<file path="src/rtl/mem_access_pkg.sv">
// mem_access_pkg: size/state encodings and alignment check shared by the load/store unit
package mem_access_pkg;
  typedef enum logic [1:0] {
    SIZE_BYTE    = 2'b00,
    SIZE_HALF    = 2'b01,
    SIZE_WORD    = 2'b10,
    SIZE_ILLEGAL = 2'b11
  } size_e;
  typedef enum logic [1:0] {
    IDLE = 2'd0,
    RD   = 2'd1,
    WR   = 2'd2,
    RESP = 2'd3
  } state_e;
  function automatic logic misaligned(size_e size, logic [1:0] lane);
    return size == SIZE_ILLEGAL || (size == SIZE_HALF && lane[0]) || (size == SIZE_WORD && lane != 2'b00);
  endfunction
endpackage

</file>
<file path="src/rtl/mem_access_unit_if.sv">
// mem_access_unit_if: CPU request/response and word-memory port bundle; slave = unit side, master = environment side
interface mem_access_unit_if #(
  parameter int ADDR_WIDTH = 32
);
  logic                  req_valid;
  logic                  req_ready;
  logic                  req_write;
  logic [1:0]            req_size;
  logic                  req_signed;
  logic [ADDR_WIDTH-1:0] req_addr;
  logic [31:0]           req_wdata;
  logic                  resp_valid;
  logic [31:0]           resp_rdata;
  logic                  resp_err;
  logic [31:0]           mem_addr;
  logic                  mem_we;
  logic [31:0]           mem_din;
  logic [31:0]           mem_dout;
  modport slave (
    input  req_valid, req_write, req_size, req_signed, req_addr, req_wdata, mem_dout,
    output req_ready, resp_valid, resp_rdata, resp_err, mem_addr, mem_we, mem_din
  );
  modport master (
    output req_valid, req_write, req_size, req_signed, req_addr, req_wdata, mem_dout,
    input  req_ready, resp_valid, resp_rdata, resp_err, mem_addr, mem_we, mem_din
  );
endinterface

</file>
<file path="src/rtl/mem_lane_align.sv">
// mem_lane_align: little-endian lane extract with sign/zero extension (ld) and sub-word store merge (merged)
module mem_lane_align
  import mem_access_pkg::*;
(
  input  logic [31:0] word,
  input  logic [1:0]  lane,
  input  size_e       size,
  input  logic        sgn,
  input  logic [31:0] wdata,
  output logic [31:0] ld,
  output logic [31:0] merged
);
  logic [4:0]  sh;
  logic [31:0] mask;
  logic [31:0] lanes;
  always_comb begin
    sh = size == SIZE_HALF ? {lane[1], 4'b0000} : {lane, 3'b000};
    mask = size == SIZE_BYTE ? 32'h0000_00ff : size == SIZE_HALF ? 32'h0000_ffff : 32'hffff_ffff;
    lanes = word >> sh;
    ld = size == SIZE_BYTE ? {{24{sgn & lanes[7]}}, lanes[7:0]} :
         size == SIZE_HALF ? {{16{sgn & lanes[15]}}, lanes[15:0]} : word;
    merged = (word & ~(mask << sh)) | ((wdata & mask) << sh);
  end
endmodule

</file>
<file path="src/rtl/mem_access_unit.sv">
// mem_access_unit: byte/half/word load-store unit with RMW for sub-word stores (clk, reset, bus: req/resp + word memory port)
module mem_access_unit
  import mem_access_pkg::*;
#(
  parameter int MEM_READ_LATENCY = 1,
  parameter int ADDR_WIDTH       = 32
) (
  input logic              clk,
  input logic              reset,
  mem_access_unit_if.slave bus
);
  state_e                state, nxt;
  logic [2:0]            cnt;
  logic [ADDR_WIDTH-1:0] addr;
  size_e                 size;
  logic                  sgn, wr, err, accept, last;
  logic [31:0]           wdata, rdata, ld, merged, maddr, din;
  assign accept = bus.req_valid && state == IDLE;
  assign last = state == RD && cnt == 3'd0;
  assign bus.req_ready = state == IDLE;
  assign bus.resp_valid = state == RESP;
  assign bus.resp_err = state == RESP && err;
  assign bus.resp_rdata = state == RESP ? rdata : 32'd0;
  assign bus.mem_we = state == WR && !reset;
  assign bus.mem_addr = maddr;
  assign bus.mem_din = din;
  mem_lane_align u_align (
    .word  (bus.mem_dout),
    .lane  (addr[1:0]),
    .size  (size),
    .sgn   (sgn),
    .wdata (wdata),
    .ld    (ld),
    .merged(merged)
  );
  always_comb begin
    nxt = state;
    case (state)
      IDLE: nxt = !accept ? IDLE :
                  misaligned(size_e'(bus.req_size), bus.req_addr[1:0]) ? RESP :
                  bus.req_write && bus.req_size == SIZE_WORD ? WR : RD;
      RD:   nxt = !last ? RD : wr ? WR : RESP;
      WR:   nxt = RESP;
      default: nxt = IDLE;
    endcase
  end
  always_ff @(posedge clk) state <= reset ? IDLE : nxt;
  // mem_din starts as the raw store word; a sub-word store replaces it with the merged word in its last RD cycle
  always_ff @(posedge clk) begin
    if (reset) begin
      cnt <= 3'd0;
      addr <= '0;
      size <= SIZE_BYTE;
      sgn <= 1'b0;
      wr <= 1'b0;
      err <= 1'b0;
      wdata <= 32'd0;
      rdata <= 32'd0;
      maddr <= 32'd0;
      din <= 32'd0;
    end else begin
      if (accept) begin
        addr <= bus.req_addr;
        size <= size_e'(bus.req_size);
        sgn <= bus.req_signed;
        wr <= bus.req_write;
        err <= misaligned(size_e'(bus.req_size), bus.req_addr[1:0]);
        wdata <= bus.req_wdata;
        rdata <= 32'd0;
        cnt <= 3'(MEM_READ_LATENCY - 1);
        maddr <= 32'(bus.req_addr[ADDR_WIDTH-1:2]);
        din <= bus.req_wdata;
      end
      if (state == RD) cnt <= cnt - 3'd1;
      if (last) begin
        din <= merged;
        rdata <= wr ? 32'd0 : ld;
      end
    end
  end
endmodule

</file>
<file path="src/flat_wrapper.sv">
// flat-port wrapper written by rule: the top's interface ports become plain ports
module mem_access_unit_flat import mem_access_pkg::*;
#(
  parameter int MEM_READ_LATENCY = 1,
  parameter int ADDR_WIDTH       = 32
)
  (clk, reset, bus_req_valid, bus_req_write, bus_req_size, bus_req_signed, bus_req_addr, bus_req_wdata, bus_mem_dout, bus_req_ready, bus_resp_valid, bus_resp_rdata, bus_resp_err, bus_mem_addr, bus_mem_we, bus_mem_din);
  mem_access_unit_if #(.ADDR_WIDTH(ADDR_WIDTH)) bus_i ();
  input logic clk;
  input logic reset;
  input wire logic [$bits(bus_i.req_valid)-1:0] bus_req_valid;
  input wire logic [$bits(bus_i.req_write)-1:0] bus_req_write;
  input wire logic [$bits(bus_i.req_size)-1:0] bus_req_size;
  input wire logic [$bits(bus_i.req_signed)-1:0] bus_req_signed;
  input wire logic [$bits(bus_i.req_addr)-1:0] bus_req_addr;
  input wire logic [$bits(bus_i.req_wdata)-1:0] bus_req_wdata;
  input wire logic [$bits(bus_i.mem_dout)-1:0] bus_mem_dout;
  output wire logic [$bits(bus_i.req_ready)-1:0] bus_req_ready;
  output wire logic [$bits(bus_i.resp_valid)-1:0] bus_resp_valid;
  output wire logic [$bits(bus_i.resp_rdata)-1:0] bus_resp_rdata;
  output wire logic [$bits(bus_i.resp_err)-1:0] bus_resp_err;
  output wire logic [$bits(bus_i.mem_addr)-1:0] bus_mem_addr;
  output wire logic [$bits(bus_i.mem_we)-1:0] bus_mem_we;
  output wire logic [$bits(bus_i.mem_din)-1:0] bus_mem_din;
  assign bus_i.req_valid = bus_req_valid;
  assign bus_i.req_write = bus_req_write;
  assign bus_i.req_size = bus_req_size;
  assign bus_i.req_signed = bus_req_signed;
  assign bus_i.req_addr = bus_req_addr;
  assign bus_i.req_wdata = bus_req_wdata;
  assign bus_i.mem_dout = bus_mem_dout;
  assign bus_req_ready = bus_i.req_ready;
  assign bus_resp_valid = bus_i.resp_valid;
  assign bus_resp_rdata = bus_i.resp_rdata;
  assign bus_resp_err = bus_i.resp_err;
  assign bus_mem_addr = bus_i.mem_addr;
  assign bus_mem_we = bus_i.mem_we;
  assign bus_mem_din = bus_i.mem_din;
  mem_access_unit #(.MEM_READ_LATENCY(MEM_READ_LATENCY), .ADDR_WIDTH(ADDR_WIDTH)) u_core (.clk(clk), .reset(reset), .bus(bus_i));
endmodule
</file>
<file path="config.mk">
export PLATFORM = sky130hd
export DESIGN_NAME = mem_access_unit_flat
export DESIGN_NICKNAME = d
export VERILOG_FILES = /design/src/rtl/mem_access_pkg.sv /design/src/rtl/mem_access_unit_if.sv /design/src/rtl/mem_lane_align.sv /design/src/rtl/mem_access_unit.sv /design/src/flat_wrapper.sv
export SDC_FILE = /design/constraint.sdc
export NUM_CORES = 1
export LEC_CHECK = 0
export CAP_MARGIN = 15
export CORE_MARGIN = 1.5
export CORE_UTILIZATION = 47
export CTS_CLUSTER_SIZE = 25
export DETAILED_ROUTE_END_ITERATION = 8
export GPL_ROUTABILITY_DRIVEN = 0
export GPL_TIMING_DRIVEN = 0
export PLACE_DENSITY = 0.87
export SLEW_MARGIN = 20
export SYNTH_ARGS = -nofsm -noshare
export SYNTH_HDL_FRONTEND = slang
export SYNTH_SLANG_ARGS = --single-unit
</file>
<file path="constraint.sdc">
create_clock -name clk -period 2.5 [get_ports clk]
set_input_delay 0.375 -clock clk [delete_from_list [all_inputs] [get_ports clk]]
set_output_delay 0.375 -clock clk [all_outputs]
set_load 0.01 [all_outputs]
</file>
### Word-level counts from Yosys, hierarchy flattened

Index checks and enable logic that the tools add are counted.
Widths: inputs -> output; s select.

* add/subtract/negate cells: 1
* eq/ne operators: 7
* shift-type cells: 3
* mux-type cells: 19
* bitwise gates (word level): 6
* reduce and logical (&&, ||, !) cells: 16

Operator list (number)
* $mux 32: 10
* $and 32x32->32: 2
* $shl 32x5->32: 2
* $not 32->32: 1
* $or 32x32->32: 1
* $shr 32x5->16: 1
* $eq 2x2->1 const B: 4
* $mux 2: 4
* $logic_and 1x1->1: 7
* $eq 2x1->1 const B: 3
* $mux 3: 2
* $pmux 2 s3: 1
* $reduce_bool 2->1: 3
* $logic_not 2->1: 2
* $mux 4: 1
* $logic_not 3->1: 1
* $sub 3x1->3 const B: 1
* $and 1x1->1: 2
* $logic_or 1x1->1: 2
* $logic_not 1->1: 1
* $mux 1: 1

* register bits: 138
* bits of input ports: 103
* output and inout bits: 100
* logic and storage cells: 63

### Depth between registers and ports, before layout

Gate-level depths: netlist of the first run.

* depth after elaboration: 8
* depth in mapped cells: 9

### Hierarchy

Synthesis of the first run repeated with hierarchy kept, for this count alone.

* cell total of the unflattened synthesis: 891
* area total of the unflattened synthesis: 7055.5 um^2

Modules (own cells, without submodules)
* mem_access_unit: instances 1, cells an instance 637, area each 5387.7 um^2, sequential area each 2762.6 um^2
* mem_lane_align: instances 1, cells an instance 254, area each 1667.8 um^2, sequential area each 0.0 um^2

### Worst setup path after synthesis of the first run

No wires, ideal clock.

* kind: flip-flop to flip-flop
* start point: reg u_core.cnt[0]
* end point: reg u_core.rdata[20]
* setup time: 0.059 ns
* data arrival time: 1.811 ns
* data required time: 2.441 ns
* setup slack: 0.630 ns
* cell stages (with the launch flop): 10
* period minus slack after synthesis: 1.870 ns
* cell sequence: dfxtp_1 -> inv_1 -> ha_1 -> ha_1 -> nand3b_4 -> or3_1 -> buf_4 -> a211oi_4 -> buf_6 -> a22o_1

* longest elaborated chain between the ends: 3
* elaborated cells on any way between the ends: 4
* classes of those cells: mux: 1; reduce/logical: 3

Ends and longest elaborated chain
* start: declaration: RTL line mem_access_unit.sv:13 `logic [2:0] cnt;`
* start signal: assignment: RTL line mem_access_unit.sv:70 `cnt <= 3'(MEM_READ_LATENCY - 1);`
* start signal: assignment: RTL line mem_access_unit.sv:74 `if (state == RD) cnt <= cnt - 3'd1;`
* $logic_not 3->1 *: RTL line mem_access_unit.sv:19 `assign last = state == RD && cnt == 3'd0;`
* $logic_and 1x1->1 *: RTL line mem_access_unit.sv:19
* $mux 32 or $reduce_bool 2->1 (tied branches)
* end signal: assignment: RTL line mem_access_unit.sv:77 `rdata <= wr ? 32'd0 : ld;`
* end: declaration: RTL line mem_access_unit.sv:17 `logic [31:0] wdata, rdata, ld, merged, maddr, din;`

Every way passes the cells marked *; elsewhere a longest branch is shown, timed or not.
A chain may end at the register's enable or synchronous reset.

### Worst setup path in the final report of the first run

* start point: reg u_core.state[1]
* end point: out bus_mem_we

* longest elaborated chain between the ends: 2

Ends and longest elaborated chain
* start: declaration: RTL line mem_access_unit.sv:12 `state_e state, nxt;`
* start signal: assignment: RTL line mem_access_unit.sv:47 `always_ff @(posedge clk) state <= reset ? IDLE : nxt;`
* $eq 2x2->1: RTL line mem_access_unit.sv:24 `assign bus.mem_we = state == WR && !reset;`
* $logic_and 1x1->1: RTL line mem_access_unit.sv:24
* end: declaration: RTL line flat_wrapper.sv:23 `output wire logic [$bits(bus_i.mem_we)-1:0] bus_mem_we;`

No other way between the ends.

==> results.sh, run 1 <==
export IMPL_outcome="complete, no violations"
export IMPL_endpoint_kind="primary output"
export IMPL_diodes=0
export IMPL_async_flop_share_pct=0
export IMPL_worst_hold_path_num_cells=2
export IMPL_hold_violations=0
export IMPL_clock_sinks=138
export IMPL_ff2ff_setup_slack_ps=310
export IMPL_skew_ps=5.10
export IMPL_syn_inst=795
export IMPL_detail_route_antenna_nets=0
export IMPL_clockBufferDepth=2
export IMPL_drt_initial_drc_count=786
export IMPL_totalWireLength_um=23000
export IMPL_ys_seq_area_share_pct=42.3
export IMPL_dpl_cell_area_sq_um=8750
export IMPL_num_vias=7135
export IMPL_power_mw=6.94
export IMPL_hpwl_um=17300
export IMPL_critical_path_class="reg -> out"
export IMPL_cellPowerDensity_nw_per_um2=745
export IMPL_final_cells=1202
export IMPL_place_ws_ps=-248
export IMPL_multi_input_area_sq_um=3440
export IMPL_grt_setup_unrepaired="false"
export IMPL_final_max_slew_viol_count=0
export IMPL_area_growth_pct=42.8
export IMPL_ir_worst_vdd_mv=0.528
export IMPL_ff2ff_path_depth=9
export IMPL_dieWidth_um=121
export IMPL_route_detailed_drc=0
export IMPL_fill_cells=1083
export IMPL_htree_levels=4
export IMPL_critical_path_required_ps=2120
export IMPL_synth_main_ff_cell="dfxtp_1"
export IMPL_dieArea_sq_um=14600
export IMPL_synth_top_area_cell="dfxtp_1"
export IMPL_cap_violations=0
export IMPL_place_inst=1172
export IMPL_antenna_found_initial=0
export IMPL_cp_max_fo=10
export IMPL_fin_crit_sh_pct=98.3
export IMPL_overflow=0
export IMPL_ys_top_cells_by_area="dfxtp_1 42%, nand2_1 10%, a21oi_1 7.1%"
export IMPL_r2r_end="u_core.rdata[27]"
export IMPL_netlist_area_sq_um=6520
export IMPL_synth_edf_count=0
export IMPL_ys_ff_latch=138
export IMPL_io_pins=203
export IMPL_start_util_pct=48.7
export IMPL_grt_max_degree=17
export IMPL_port_buffer_count=200
export IMPL_grtUsageTotal_pct=31.4
export IMPL_synth_warnings=0
export IMPL_grt_pass1_wl_um=35000
export IMPL_viasPerCell=5.94
export IMPL_hp_class="reg -> reg"
export IMPL_arrival_ps=2080
export IMPL_grt_pass1_vias=6602
export IMPL_synth_top_area_share_pct=42.3
export IMPL_holdPathEnd="u_core.bus.mem_addr[23]"
export IMPL_fin_crit_ps=2460
export IMPL_placementRows=42
export IMPL_clk_latency_ps=420
export IMPL_worstHoldStart="u_core.bus.mem_addr[23]"
export IMPL_cp_start_kind="flop"
export IMPL_cts_tree="built"
export IMPL_avgSynthCellArea_sq_um=8.21
export IMPL_fin_ws_ps=42.1
export IMPL_p_leak_nw=3.50
export IMPL_fin_area_sq_um=9310
export IMPL_maxSlewHeadroom_pct=58.1
export IMPL_wl_per_cell_um=19.1
export IMPL_fmax_mhz=407
export IMPL_clkTransAtPathRegs_ps=60
export IMPL_rr_startpoint="u_core.cnt[0]"
export IMPL_finalNetCount=1119
export IMPL_layout_drive_gt1_share_pct=7.99
export IMPL_dr_pass1_iters=7
export IMPL_numCtsBuffers=17
export IMPL_ys_types=48
export IMPL_die_h_um=121
export IMPL_core_sq_um=13400
export IMPL_root_buffer="clkbuf_16"
export IMPL_area_sequential_sq_um=2770
export IMPL_worst_pin_slew_ps=629
export IMPL_setup_viol=0
==> Yosys cell counts (all sizes together) (2+ instances only) <==
| library cell | number |
|---|---|
| buf | 30 |
| nand3 | 2 |
| o21ai | 33 |
| and2 | 3 |
| inv | 6 |
| a32oi | 7 |
| nor2 | 27 |
| nand2 | 182 |
| a221o | 7 |
| mux2 | 9 |
| clkbuf | 37 |
| a21oi | 96 |
| a222oi | 7 |
| nand2b | 19 |
| a31oi | 8 |
| a22oi | 7 |
| ha | 2 |
| mux2i | 31 |
| a22o | 26 |
| nor3 | 5 |
| o21bai | 2 |
| a221oi | 16 |
| and3 | 41 |
| dfxtp | 138 |
| o22ai | 17 |
| a2bb2oi | 8 |
| a211oi | 10 |
| a21boi | 9 |
==> flip-flops by register name, summed over array words and instances, names as in the netlist <==
name,cells
u_core.bus.mem_din,32
u_core.wr,1
u_core.size,2
u_core.wdata,32
u_core.cnt,3
u_core.bus.mem_addr,30
u_core.err,1
u_core.state,2
u_core.addr,2
u_core.rdata,32
u_core.sgn,1
==> kinds of logic (layout without fill, tap and decap cells) <==
family	after synthesis	after routing	synth area share, %
compound gates	256	256	26.3
fa+ha+maj	2	2	0.384
buf+inv	73	303	4.99
flops	138	138	42.3
mux	40	40	6.31
other cells	1	2	0.0575
simple gates	285	285	19.7
==> routing by layer <==
| metal | vias up | wire length (um) | global-route usage (%) |
|---|---|---|---|
| met4 | 0 | 956 | 15.0 |
| met3 | 74 | 2670 | 9.06 |
| li1 | 3298 | - | - |
| met1 | 3306 | 9110 | 39.8 |
| met2 | 457 | 10200 | 48.9 |
| met5 | - | 0 | 0 |
==> how the worst max path moves through the flow <==
stage                               start          endpoint  slack (ps)  depth (start not counted)
after CTS                           reset        bus_mem_we          30                          5
after global routing      u_core.state[1]        bus_mem_we           2                          4
after detailed placement            reset        bus_mem_we        -250                          5
after global placement              reset        bus_mem_we        -240                          5
after floorplan             u_core.cnt[0]  u_core.rdata[20]         630                          9
final                     u_core.state[1]        bus_mem_we          40                          4
==> power breakdown <==
group | switching, mW | internal, mW | leakage, nW
Sequential | 0.195 | 2.46 | 1.13
Combinational | 1.06 | 0.853 | 2.10
Clock | 0.940 | 1.43 | 0.269
Total | 2.20 | 4.74 | 3.50
==> cells in the final DEF (no fill, tap or decap), drive strengths merged, types with 2 or more instances in the layout <==
| master | n |
|---|---|
| ha | 2 |
| clkbuf | 58 |
| mux2 | 9 |
| o21bai | 2 |
| clkinv | 5 |
| nor3 | 5 |
| a221o | 7 |
| a22oi | 7 |
| a31oi | 8 |
| nand2 | 182 |
| a222oi | 7 |
| o21ai | 33 |
| mux2i | 31 |
| buf | 31 |
| conb | 2 |
| and2 | 3 |
| nand2b | 19 |
| dfxtp | 138 |
| a22o | 26 |
| o22ai | 17 |
| a221oi | 16 |
| a2bb2oi | 8 |
| a32oi | 7 |
| a21oi | 96 |
| nand3 | 2 |
| clkdlybuf4s50 | 200 |
| a21boi | 9 |
| nor2 | 27 |
| inv | 6 |
| a211oi | 10 |
| and3 | 41 |
| clkinvlp | 2 |
==> worst max-delay path, stage by stage (launching register included) <==
cell             delay, ps
dfxtp_2                400
clkbuf_4               240
buf_2                  220
nor3b_2                230
clkdlybuf4s50_1        570
==> what timing repair did <==
action,4_1_cts,5_1_grt
pin swaps,0,0
hold buffers,0,0
setup buffers,0,0
setup endpoints to repair,30,26
resized for setup,10,4
==> layout make-up <==
class	instances	area share (%)
multi-input cells	585	37.0
flip-flops and latches	138	29.7
repair buffers	200	21.5
clock buffers	23	5.13
plain buffers	66	3.34
well taps	176	2.36
clock inverters	8	0.752
inverters	6	0.242
==> per-stage QoR <==
step	TNS (ps)	hold WS (ps)	utilization (%)
after floorplan	0	432	-
after global placement	-245	439	65.3
after detailed placement	-248	446	65.3
after CTS	0	454	69.5
after global routing	0	465	69.5
final	0	451	69.5
No activity file was read; power rests on OpenSTA's default activity.
==> run 2, diff against run 1 <==
- CORE_UTILIZATION: 47 -> 40
- PLACE_DENSITY: 0.87 -> 0.7
==> run 2 against run 1 <==
  * Cell area increased by 1.7%
  * Critical path depth unchanged
  * Largest power group is now clock
  * Combinational power about the same
  * Total power increased by 6.2%
  * Highest routed layer unchanged
  * Setup slack improved by 58 ps
  * Count of clock-buffer cells in the layout decreased by 4
  * Sequential share of layout area decreased by 0.50 points
  * Non-clock buffer count unchanged
  * Global-route usage decreased by 4.3 points
  * Register-to-register slack about the same
  * Largest cell class unchanged
==> results.sh, run 2 (synthesis gave the netlist of run 1 again) <==
export IMPL_fin_crit_sh_pct=96.0
export IMPL_clk_latency_ps=430
export IMPL_die_h_um=131
export IMPL_grt_max_degree=17
export IMPL_num_vias=6872
export IMPL_clock_sinks=138
export IMPL_cts_tree="built"
export IMPL_clkTransAtPathRegs_ps=60
export IMPL_p_sw_mw=2.25
export IMPL_clkPwrFrac_pct=38.1
export IMPL_cp_start_kind="flop"
export IMPL_area_growth_pct=45.2
export IMPL_hold_buffers=0
export IMPL_area_sequential_sq_um=2770
export IMPL_gr_usage_met3_pct=7.41
export IMPL_use_met1_pct=36.9
export IMPL_grtUsageTotal_pct=27.1
export IMPL_antenna_found_initial=0
export IMPL_diodes=0
export IMPL_maxSlewHeadroom_pct=60.4
export IMPL_fill_cells=1446
export IMPL_setup_viol=0
export IMPL_wl_per_cell_um=18.8
export IMPL_postCtsSetupBuffers=0
export IMPL_power_switching_share_pct=30.6
export IMPL_overflow=0
export IMPL_ff2ff_setup_slack_ps=310
export IMPL_critical_path_required_ps=2120
export IMPL_rr_startpoint="u_core.cnt[0]"
export IMPL_power_mw=7.37
export IMPL_seqPwrFrac_pct=35.9
export IMPL_outcome="complete, no violations"
export IMPL_detail_route_antenna_nets=0
export IMPL_viasPerCell=5.53
export IMPL_fmax_mhz=417
export IMPL_cap_violations=0
export IMPL_final_common_cell="clkdlybuf4s50_1"
export IMPL_grt_pass1_wl_um=34900
export IMPL_htree_levels=4
export IMPL_grt_setup_unrepaired="false"
export IMPL_finalNetCount=1119
export IMPL_power_internal_mw=5.12
export IMPL_cts_repair_resized=9
export IMPL_endpoint_kind="primary output"
export IMPL_io_pins=203
export IMPL_critical_path_class="reg -> out"
export IMPL_placementRows=46
export IMPL_dieArea_sq_um=17100
export IMPL_ff2ff_path_depth=9
export IMPL_totalWireLength_um=23300
export IMPL_multi_input_area_sq_um=3440
export IMPL_dr_pass1_iters=6
export IMPL_cp_max_fo=10
export IMPL_grt_busiest_layer="met2"
export IMPL_hp_class="reg -> reg"
export IMPL_hpwl_um=17800
export IMPL_route_detailed_drc=0
export IMPL_endpoint="bus_resp_rdata[0]"
export IMPL_root_buffer="clkbuf_16"
export IMPL_clockBufferDepth=2
export IMPL_start_util_pct=41.1
export IMPL_cellPowerDensity_nw_per_um2=778
export IMPL_p_leak_nw=3.55
export IMPL_numCtsBuffers=17
export IMPL_ir_worst_vdd_mv=0.644
export IMPL_met2_usage_pct=41.1
export IMPL_skew_ps=9.57
export IMPL_fin_hold_ws_ps=452
export IMPL_crit_start="u_core.state[0]"
export IMPL_arrival_ps=2030
export IMPL_fin_crit_ps=2400
export IMPL_core_sq_um=15900
export IMPL_dieWidth_um=131
export IMPL_hold_violations=0
export IMPL_grt_pass1_vias=6332
export IMPL_r2r_end="u_core.rdata[26]"
export IMPL_final_cell_mix="200 x clkdlybuf4s50_1, 181 x nand2_1, 136 x dfxtp_1"
export IMPL_final_max_slew_viol_count=0
export IMPL_layout_drive_gt1_share_pct=8.28
export IMPL_worst_pin_slew_ps=594
export IMPL_drt_initial_drc_count=582
export IMPL_p_comb_share_pct=25.9
export IMPL_port_buffer_count=200
[run 2: cell types whose count changed in the layout (fill, tap and decap cells not counted), moves of 2 or more]
cell / previous run / this run
bufinv_16: 1 / 5
clkbuf_1: 33 / 31
clkbuf_8: 3 / 1
clkinv_2: 5 / 1
clkinv_4: 0 / 4
inv_6: 0 / 2
[run 2: how the worst min path moves through the flow]
stage | cells after the start | end | start
2_1_floorplan | 2 | u_core.err | u_core.err
3_3_place_gp | 2 | u_core.err | u_core.err
3_5_place_dp | 2 | u_core.bus.mem_addr[2] | u_core.bus.mem_addr[2]
4_1_cts | 2 | u_core.bus.mem_addr[2] | u_core.bus.mem_addr[2]
5_1_grt | 2 | u_core.bus.mem_addr[6] | u_core.bus.mem_addr[6]
6_report | 2 | u_core.bus.mem_addr[26] | u_core.bus.mem_addr[26]
[run 2: cell type report]
cell class / count / share of cell area, %
Tap cell: 216 / 2.85
Timing Repair Buffer: 200 / 21.1
Buffer: 66 / 3.29
Inverter: 6 / 0.238
Multi-Input combinational cell: 585 / 36.4
Clock buffer: 19 / 4.68
Clock inverter: 13 / 2.27
Sequential cell: 138 / 29.2
[run 2: critical path: stages (launching register included)]
cell and delay [ps]:
dfxtp_2 410, clkbuf_4 240, buf_2 220, and3_1 180, clkdlybuf4s50_1 540
[run 2: metal layers]
layer  vias to the layer above  part of all wire (%)
met1                      3142                    43
met4                         0                   2.5
li1                       3291                     -
met5                         -                     0
met2                       396                    44
met3                        43                    11
[run 2: power groups by stage]
stage / Combinational (mW) / Sequential [mW] / Clock, mW
3_3_place_gp: 1.86 / 2.69 / 0
6_report: 1.91 / 2.65 / 2.81
4_1_cts: 1.90 / 2.64 / 2.83
3_5_place_dp: 1.87 / 2.69 / 0
5_1_grt: 2.07 / 2.67 / 2.92
2_1_floorplan: 0.996 / 2.69 / 0
[run 2: metrics by stage]
stage	util [%]	setup TNS, ps	worst slack (ps)	instance area (sq um)	instances
3_5_place_dp	55.4	-267	-267	8800	1212
6_report	59.6	0	99.9	9470	1243
2_1_floorplan	-	0	630	6530	796
5_1_grt	59.6	0	10.8	9470	1243
4_1_cts	59.6	0	6.26	9470	1244
3_3_place_gp	55.4	-263	-263	8800	1212
